$ cat config.mk
export PLATFORM = sky130hd
export DESIGN_NAME = rtc_calendar
export DESIGN_NICKNAME = d
export VERILOG_FILES = /design/src/rtl/rtc_pkg.sv /design/src/rtl/key_debounce.sv /design/src/rtl/rtc_calendar.sv
export SDC_FILE = /design/constraint.sdc
export NUM_CORES = 1
export LEC_CHECK = 0
export CAP_MARGIN = 20
export CORE_UTILIZATION = 40
export DETAILED_ROUTE_END_ITERATION = 10
export GPL_ROUTABILITY_DRIVEN = 0
export HOLD_SLACK_MARGIN = 0.06
export PLACE_DENSITY = 0.62
export SYNTH_ARGS = -nofsm -noshare
export SYNTH_HDL_FRONTEND = slang
export SYNTH_SLANG_ARGS = --single-unit
$ cat constraint.sdc
create_clock -name clk -period 3.35 [get_ports clk]
set_input_delay 0.67 -clock clk [delete_from_list [all_inputs] [get_ports clk]]
set_output_delay 0.67 -clock clk [all_outputs]
set_load 0.01 [all_outputs]
$ cat src/rtl/rtc_pkg.sv
// Shared calendar definitions: mode encodings, month-length table and small helpers.
package rtc_pkg;

  typedef enum logic [2:0] {
    MODE_RUN       = 3'd0,
    MODE_SET_MIN   = 3'd1,
    MODE_SET_HOUR  = 3'd2,
    MODE_SET_DAY   = 3'd3,
    MODE_SET_MONTH = 3'd4
  } mode_e;

  // Fixed non-leap calendar, January first.
  localparam logic [4:0] MONTH_LEN [12] = '{
    5'd31, 5'd28, 5'd31, 5'd30, 5'd31, 5'd30,
    5'd31, 5'd31, 5'd30, 5'd31, 5'd30, 5'd31
  };

  function automatic logic [4:0] month_len(input logic [3:0] month);
    logic [4:0] len;
    len = 5'd31;
    for (int i = 0; i < 12; i++) begin
      if (month == 4'(i + 1)) len = MONTH_LEN[i];
    end
    return len;
  endfunction

  function automatic mode_e next_mode(input mode_e m);
    mode_e n;
    case (m)
      MODE_RUN:       n = MODE_SET_MIN;
      MODE_SET_MIN:   n = MODE_SET_HOUR;
      MODE_SET_HOUR:  n = MODE_SET_DAY;
      MODE_SET_DAY:   n = MODE_SET_MONTH;
      default:        n = MODE_RUN;
    endcase
    return n;
  endfunction

endpackage

$ cat src/rtl/key_debounce.sv
// Key debouncer: synchronises a raw key, samples it every DB_DIV clocks and accepts a
// new level after DB_LEN equal samples; press_o pulses once on an accepted rising level.
module key_debounce #(
  parameter int DB_DIV = 1024,
  parameter int DB_LEN = 4
) (
  input  logic clk,
  input  logic rst_n,
  input  logic key_i,
  output logic press_o
);

  localparam int CW = (DB_DIV > 1) ? $clog2(DB_DIV) : 1;
  localparam logic [CW-1:0] CNT_MAX = CW'(DB_DIV - 1);

  logic [1:0]        sync_q;
  logic [CW-1:0]     cnt_q, cnt_d;
  logic [DB_LEN-1:0] hist_q, hist_d;
  logic              level_q, level_d;
  logic              press_q;
  logic              sample;

  assign sample = (cnt_q == CNT_MAX);

  always_comb begin
    cnt_d   = sample ? '0 : cnt_q + 1'b1;
    hist_d  = hist_q;
    level_d = level_q;
    if (sample) begin
      hist_d = {hist_q[DB_LEN-2:0], sync_q[1]};
      if (&hist_d) begin
        level_d = 1'b1;
      end else if (~|hist_d) begin
        level_d = 1'b0;
      end
    end
  end

  always_ff @(posedge clk or negedge rst_n) begin
    if (!rst_n) begin
      sync_q  <= 2'b00;
      cnt_q   <= '0;
      hist_q  <= '0;
      level_q <= 1'b0;
      press_q <= 1'b0;
    end else begin
      sync_q  <= {sync_q[0], key_i};
      cnt_q   <= cnt_d;
      hist_q  <= hist_d;
      level_q <= level_d;
      press_q <= level_d & ~level_q;
    end
  end

  assign press_o = press_q;

endmodule

$ cat src/rtl/rtc_calendar.sv
// Seconds-to-month real-time calendar with two-key setting interface (mode, increment).
// Time only advances in RUN; the set modes edit one field at a time without carry.
module rtc_calendar
  import rtc_pkg::*;
#(
  parameter int CLK_DIV = 65536,
  parameter int DB_DIV  = 1024,
  parameter int DB_LEN  = 4
) (
  input  logic       clk,
  input  logic       rst_n,
  input  logic       run_en,
  input  logic       key_mode,
  input  logic       key_inc,
  output logic       sec_pulse,
  output logic [5:0] sec,
  output logic [5:0] min,
  output logic [4:0] hour,
  output logic [4:0] day,
  output logic [3:0] month,
  output logic [2:0] mode,
  output logic       setting
);

  localparam int PW = $clog2(CLK_DIV);
  localparam logic [PW-1:0] PRESC_MAX = PW'(CLK_DIV - 1);

  logic          mode_press, inc_press;
  mode_e         mode_q;
  logic          setting_q;
  logic          sec_pulse_q;
  logic [PW-1:0] presc_q, presc_d;
  logic [5:0]    sec_q, sec_d, min_q, min_d;
  logic [4:0]    hour_q, hour_d, day_q, day_d;
  logic [3:0]    month_q, month_d, month_inc;
  logic [4:0]    len_cur, len_inc;
  logic          tick;

  key_debounce #(.DB_DIV(DB_DIV), .DB_LEN(DB_LEN)) u_db_mode (
    .clk     (clk),
    .rst_n   (rst_n),
    .key_i   (key_mode),
    .press_o (mode_press)
  );

  key_debounce #(.DB_DIV(DB_DIV), .DB_LEN(DB_LEN)) u_db_inc (
    .clk     (clk),
    .rst_n   (rst_n),
    .key_i   (key_inc),
    .press_o (inc_press)
  );

  assign month_inc = (month_q >= 4'd12) ? 4'd1 : month_q + 4'd1;
  assign len_cur   = month_len(month_q);
  assign len_inc   = month_len(month_inc);
  assign tick      = (mode_q == MODE_RUN) && run_en && (presc_q == PRESC_MAX);

  always_comb begin
    presc_d = presc_q;
    sec_d   = sec_q;
    min_d   = min_q;
    hour_d  = hour_q;
    day_d   = day_q;
    month_d = month_q;
    if (mode_q == MODE_RUN) begin
      if (run_en) presc_d = (presc_q == PRESC_MAX) ? '0 : presc_q + 1'b1;
      // Full carry chain resolves in the tick cycle itself.
      if (tick) begin
        if (sec_q >= 6'd59) begin
          sec_d = 6'd0;
          if (min_q >= 6'd59) begin
            min_d = 6'd0;
            if (hour_q >= 5'd23) begin
              hour_d = 5'd0;
              if (day_q >= len_cur) begin
                day_d   = 5'd1;
                month_d = month_inc;
              end else begin
                day_d = day_q + 5'd1;
              end
            end else begin
              hour_d = hour_q + 5'd1;
            end
          end else begin
            min_d = min_q + 6'd1;
          end
        end else begin
          sec_d = sec_q + 6'd1;
        end
      end
      if (mode_press) begin
        sec_d   = 6'd0;
        presc_d = '0;
      end
    end else begin
      sec_d   = 6'd0;
      presc_d = '0;
      // A simultaneous mode press wins; the increment is dropped.
      if (inc_press && !mode_press) begin
        case (mode_q)
          MODE_SET_MIN:   min_d  = (min_q >= 6'd59) ? 6'd0 : min_q + 6'd1;
          MODE_SET_HOUR:  hour_d = (hour_q >= 5'd23) ? 5'd0 : hour_q + 5'd1;
          MODE_SET_DAY:   day_d  = (day_q >= len_cur) ? 5'd1 : day_q + 5'd1;
          MODE_SET_MONTH: begin
            month_d = month_inc;
            if (day_q > len_inc) day_d = len_inc;
          end
          default: ;
        endcase
      end
    end
  end

  always_ff @(posedge clk or negedge rst_n) begin
    if (!rst_n) begin
      presc_q     <= '0;
      sec_q       <= 6'd0;
      min_q       <= 6'd0;
      hour_q      <= 5'd0;
      day_q       <= 5'd1;
      month_q     <= 4'd1;
      sec_pulse_q <= 1'b0;
    end else begin
      presc_q     <= presc_d;
      sec_q       <= sec_d;
      min_q       <= min_d;
      hour_q      <= hour_d;
      day_q       <= day_d;
      month_q     <= month_d;
      sec_pulse_q <= tick;
    end
  end

  always_ff @(posedge clk or negedge rst_n) begin
    if (!rst_n) begin
      mode_q    <= MODE_RUN;
      setting_q <= 1'b0;
    end else if (mode_press) begin
      mode_q    <= next_mode(mode_q);
      setting_q <= (next_mode(mode_q) != MODE_RUN);
    end
  end

  assign sec_pulse = sec_pulse_q;
  assign sec       = sec_q;
  assign min       = min_q;
  assign hour      = hour_q;
  assign day       = day_q;
  assign month     = month_q;
  assign mode      = mode_q;
  assign setting   = setting_q;

endmodule

==> metrics <==
status complete, but fails checks; violated checks design-rule violations; sequential area share after synthesis 47.99%; Critical R2R Launch month[0]; DP Area 4727 um2; Post-CTS Resized 0; Die ar. 10990 um2; Worst Slack Setup Final 340.6 ps; GR Util All Layers 16.21%; Power Dens Cells 382.4 nW/um2; reg2reg path depth 11; pre-CTS setup slack 311.2 ps; Crit path top cell by count ha_1; Critical path origin month[0]; RR Endpoint day[1]; Slew Limit Headroom 46.48%; Crit path largest cell delay 570 ps; fin nets 487; routed wire length 8433 um; Worst Max-Slew Pin Slew 795.5 ps; fin crit share 89.83%; fin crit period 3009 ps; CTS Sinks 81; Iteration-0 DRC Markers 139; number of global-route vias before repair 2982; leakage power 2.249 nW; crit path capture type register; Area growth, synth to finish 17.63%; EDFF count, synth 0; Initial Utilization 41.15%; antenna-violating nets left 0; Die Height 104.8 um; ant diodes 0; Remaining DRCs 2; FF-to-FF setup slack 340 ps; routed wl met3 429 um; Syn Nets 447; via count 3276; register area 2029 um2; Pins Over Slew Limit 0; Max Cap Viol 0; H-tree depth 3; synth warn 0; WS Path Type register to register; fmax 332.3 MHz; drt pass-1 iters 7; WL met1 4148 um; num rows 37; DR WL/cell 13.87 um; CP Data Required Time 3580 ps; Syn Area/Cell 9.904 um2; Root Buffer clkbuf_8; total gr overflow 0; Die Wd 104.8 um; clock skew 10.80 ps; clock buffer depth 2; multi-input logic area 2093 um2; largest net degree at the start of global routing 82; crit start category register; first-pass GRT wire length 14150 um; Final Hold Viols 0; Hold Crit Class input port to asynchronous set/reset pin; Max VDD drop 0.2279 mV; Top FF cell, synth dfrtp_1; hold_buf cts 0; #FFs+latches synth 81; Syn Inst Count 427; met2 wire len 3748 um; TritonCTS clock tree yes; TritonCTS buffer count 9; Max FO, Critical Path 5; Top-Level Pins 36; DP HPWL 5801 um; clk_lat worst skew 350 ps; RSZ-0062 raised after global routing no; initial antenna violation count 0; CP endpoint day[1]; Vias/cell 5.388; highest routed layer met4; CTS clk-pin slew, worst paths 80 ps; layout cells sized above 1 9.958%; Syn Std Cell Area 4229 um2; setup TNS 0 ps; CP max-delay cell dfstp_2; cell area after layout 4975 um2; worst path arrival time 3240 ps; post-synthesis cell type count 57; Core Region 10280 um2; final setup fails 0; postcts setup bufs 0; Buffers on Ports 35; CP cell instances inv_1 -> ha_1 -> o21ai_0 -> a21boi_0 -> nor2_1 -> ha_1 -> nand2_1 -> o2111ai_1 -> a22oi_1 -> and2_1 -> mux2_2; fillers 975; FFs w/ async S/R, synth 100.0%
-- stage by stage --
step	instances	utilization [%]	hold WS, ps	power [mW]
global placement	591	45.99	336.4	1.124
detailed placement	591	45.99	334.7	1.127
global route	608	48.41	124.3	1.987
finish	608	48.41	141.1	1.902
floorplan	427	-	331.2	1.093
CTS	607	48.14	354.3	1.926
-- cell usage after synthesis (3+ instances only) --
master | count | area [um2]
dfrtp_1 | 79 | 1977
nor2_1 | 39 | 146.4
o21ai_0 | 38 | 190.2
nand2_1 | 34 | 127.6
nand3_1 | 22 | 110.1
inv_1 | 17 | 63.81
a21oi_1 | 16 | 80.08
ha_1 | 15 | 187.7
nor3_1 | 11 | 55.05
mux2_2 | 10 | 112.6
xnor2_1 | 10 | 87.58
xor2_1 | 10 | 87.58
and3_1 | 9 | 56.30
clkbuf_1 | 8 | 30.03
nand4_1 | 8 | 50.05
a22o_1 | 7 | 61.31
nor2b_1 | 7 | 43.79
or3_1 | 7 | 43.79
o31ai_1 | 6 | 45.04
a31oi_1 | 5 | 31.28
and2_1 | 5 | 31.28
nand2b_1 | 5 | 31.28
nor4_1 | 5 | 31.28
and4_1 | 3 | 26.28
mux2i_1 | 3 | 30.03
nand4_2 | 3 | 37.54
nor3b_1 | 3 | 22.52
o2111ai_1 | 3 | 26.28
-- critical path: cells and delay by family (launching register included) --
family	cells	cell delay, ps
and+or+nand+nor	3	460
muxes	1	350
DFF	1	570
buffers and inverters	1	100
adders and majority gates	2	610
AOI/OAI and AO/OA	4	810
-- cell type report --
class | instances | share of cell area [%]
inverter | 17 | 1.283
sequential | 81 | 40.79
timing repair buffer | 39 | 7.998
clock buffer | 11 | 2.842
tap | 136 | 3.421
clock inverter | 5 | 1.585
multi-input combinational | 319 | 42.08
-- power breakdown --
| group | switching, mW | internal (mW) |
|---|---|---|
| combinational | 0.0440 | 0.0300 |
| clock | 0.353 | 0.439 |
| sequential | 0.0348 | 1.00 |
| total | 0.431 | 1.47 |
-- cell families (layout without fill, tap and decap cells) --
group | after synthesis | after routing | synth area share (%)
flops | 81 | 81 | 47.99
mux | 15 | 15 | 4.083
buf+inv | 27 | 72 | 2.515
fa+ha+maj | 15 | 15 | 4.438
compound gates | 98 | 98 | 15.47
simple gates | 171 | 171 | 21.36
xor+xnor | 20 | 20 | 4.142
-- worst min path at each step --
stage	from	to	slack, ps	cells past startpoint
after global placement	u_db_inc.sync_q[0]	u_db_inc.sync_q[1]	340	0
after CTS	u_db_inc.sync_q[0]	u_db_inc.sync_q[1]	350	0
after floorplan	u_db_inc.sync_q[0]	u_db_inc.sync_q[1]	330	0
after detailed placement	u_db_inc.sync_q[0]	u_db_inc.sync_q[1]	330	0
after global routing	rst_n	presc_q[6]	120	1
final	rst_n	presc_q[6]	140	1
-- sequential cells by signal (all words and copies together), names as in the netlist --
name	count
presc_q	16
u_db_inc.cnt_q	10
u_db_mode.cnt_q	10
min	6
sec	6
day	5
hour	5
month	4
mode	3
u_db_inc.hist_q	3
u_db_mode.hist_q	3
u_db_inc.sync_q	2
u_db_mode.sync_q	2
sec_pulse	1
setting	1
u_db_inc.level_q	1
u_db_inc.press_o	1
u_db_mode.level_q	1
u_db_mode.press_o	1
-- metal layers --
layer | global-route usage, % | vias to the layer above
li1 | - | 1634
met1 | 21.58 | 1567
met2 | 24.98 | 68
met3 | 4.554 | 7
met4 | 6.338 | 0
met5 | 0 | -
-- placed cells by master (no fill, tap or decap), types with 4 or more instances in the layout --
master and n:
nor4_1 5, nand3_1 22, nand2_1 34, and2_1 5, nor2_1 39, o21ai_0 38, and3_1 9, o31ai_1 6
ha_1 15, xnor2_1 10, inv_1 17, or3_1 7, nor3_1 11, clkbuf_8 10, a21oi_1 16, nand4_1 8
buf_4 4, a31oi_1 5, mux2_2 10, dfrtp_1 79, nand2b_1 5, clkdlybuf4s50_1 34, a22o_1 7, xor2_1 10
nor2b_1 7
No activity file was read; power rests on OpenSTA's default activity.
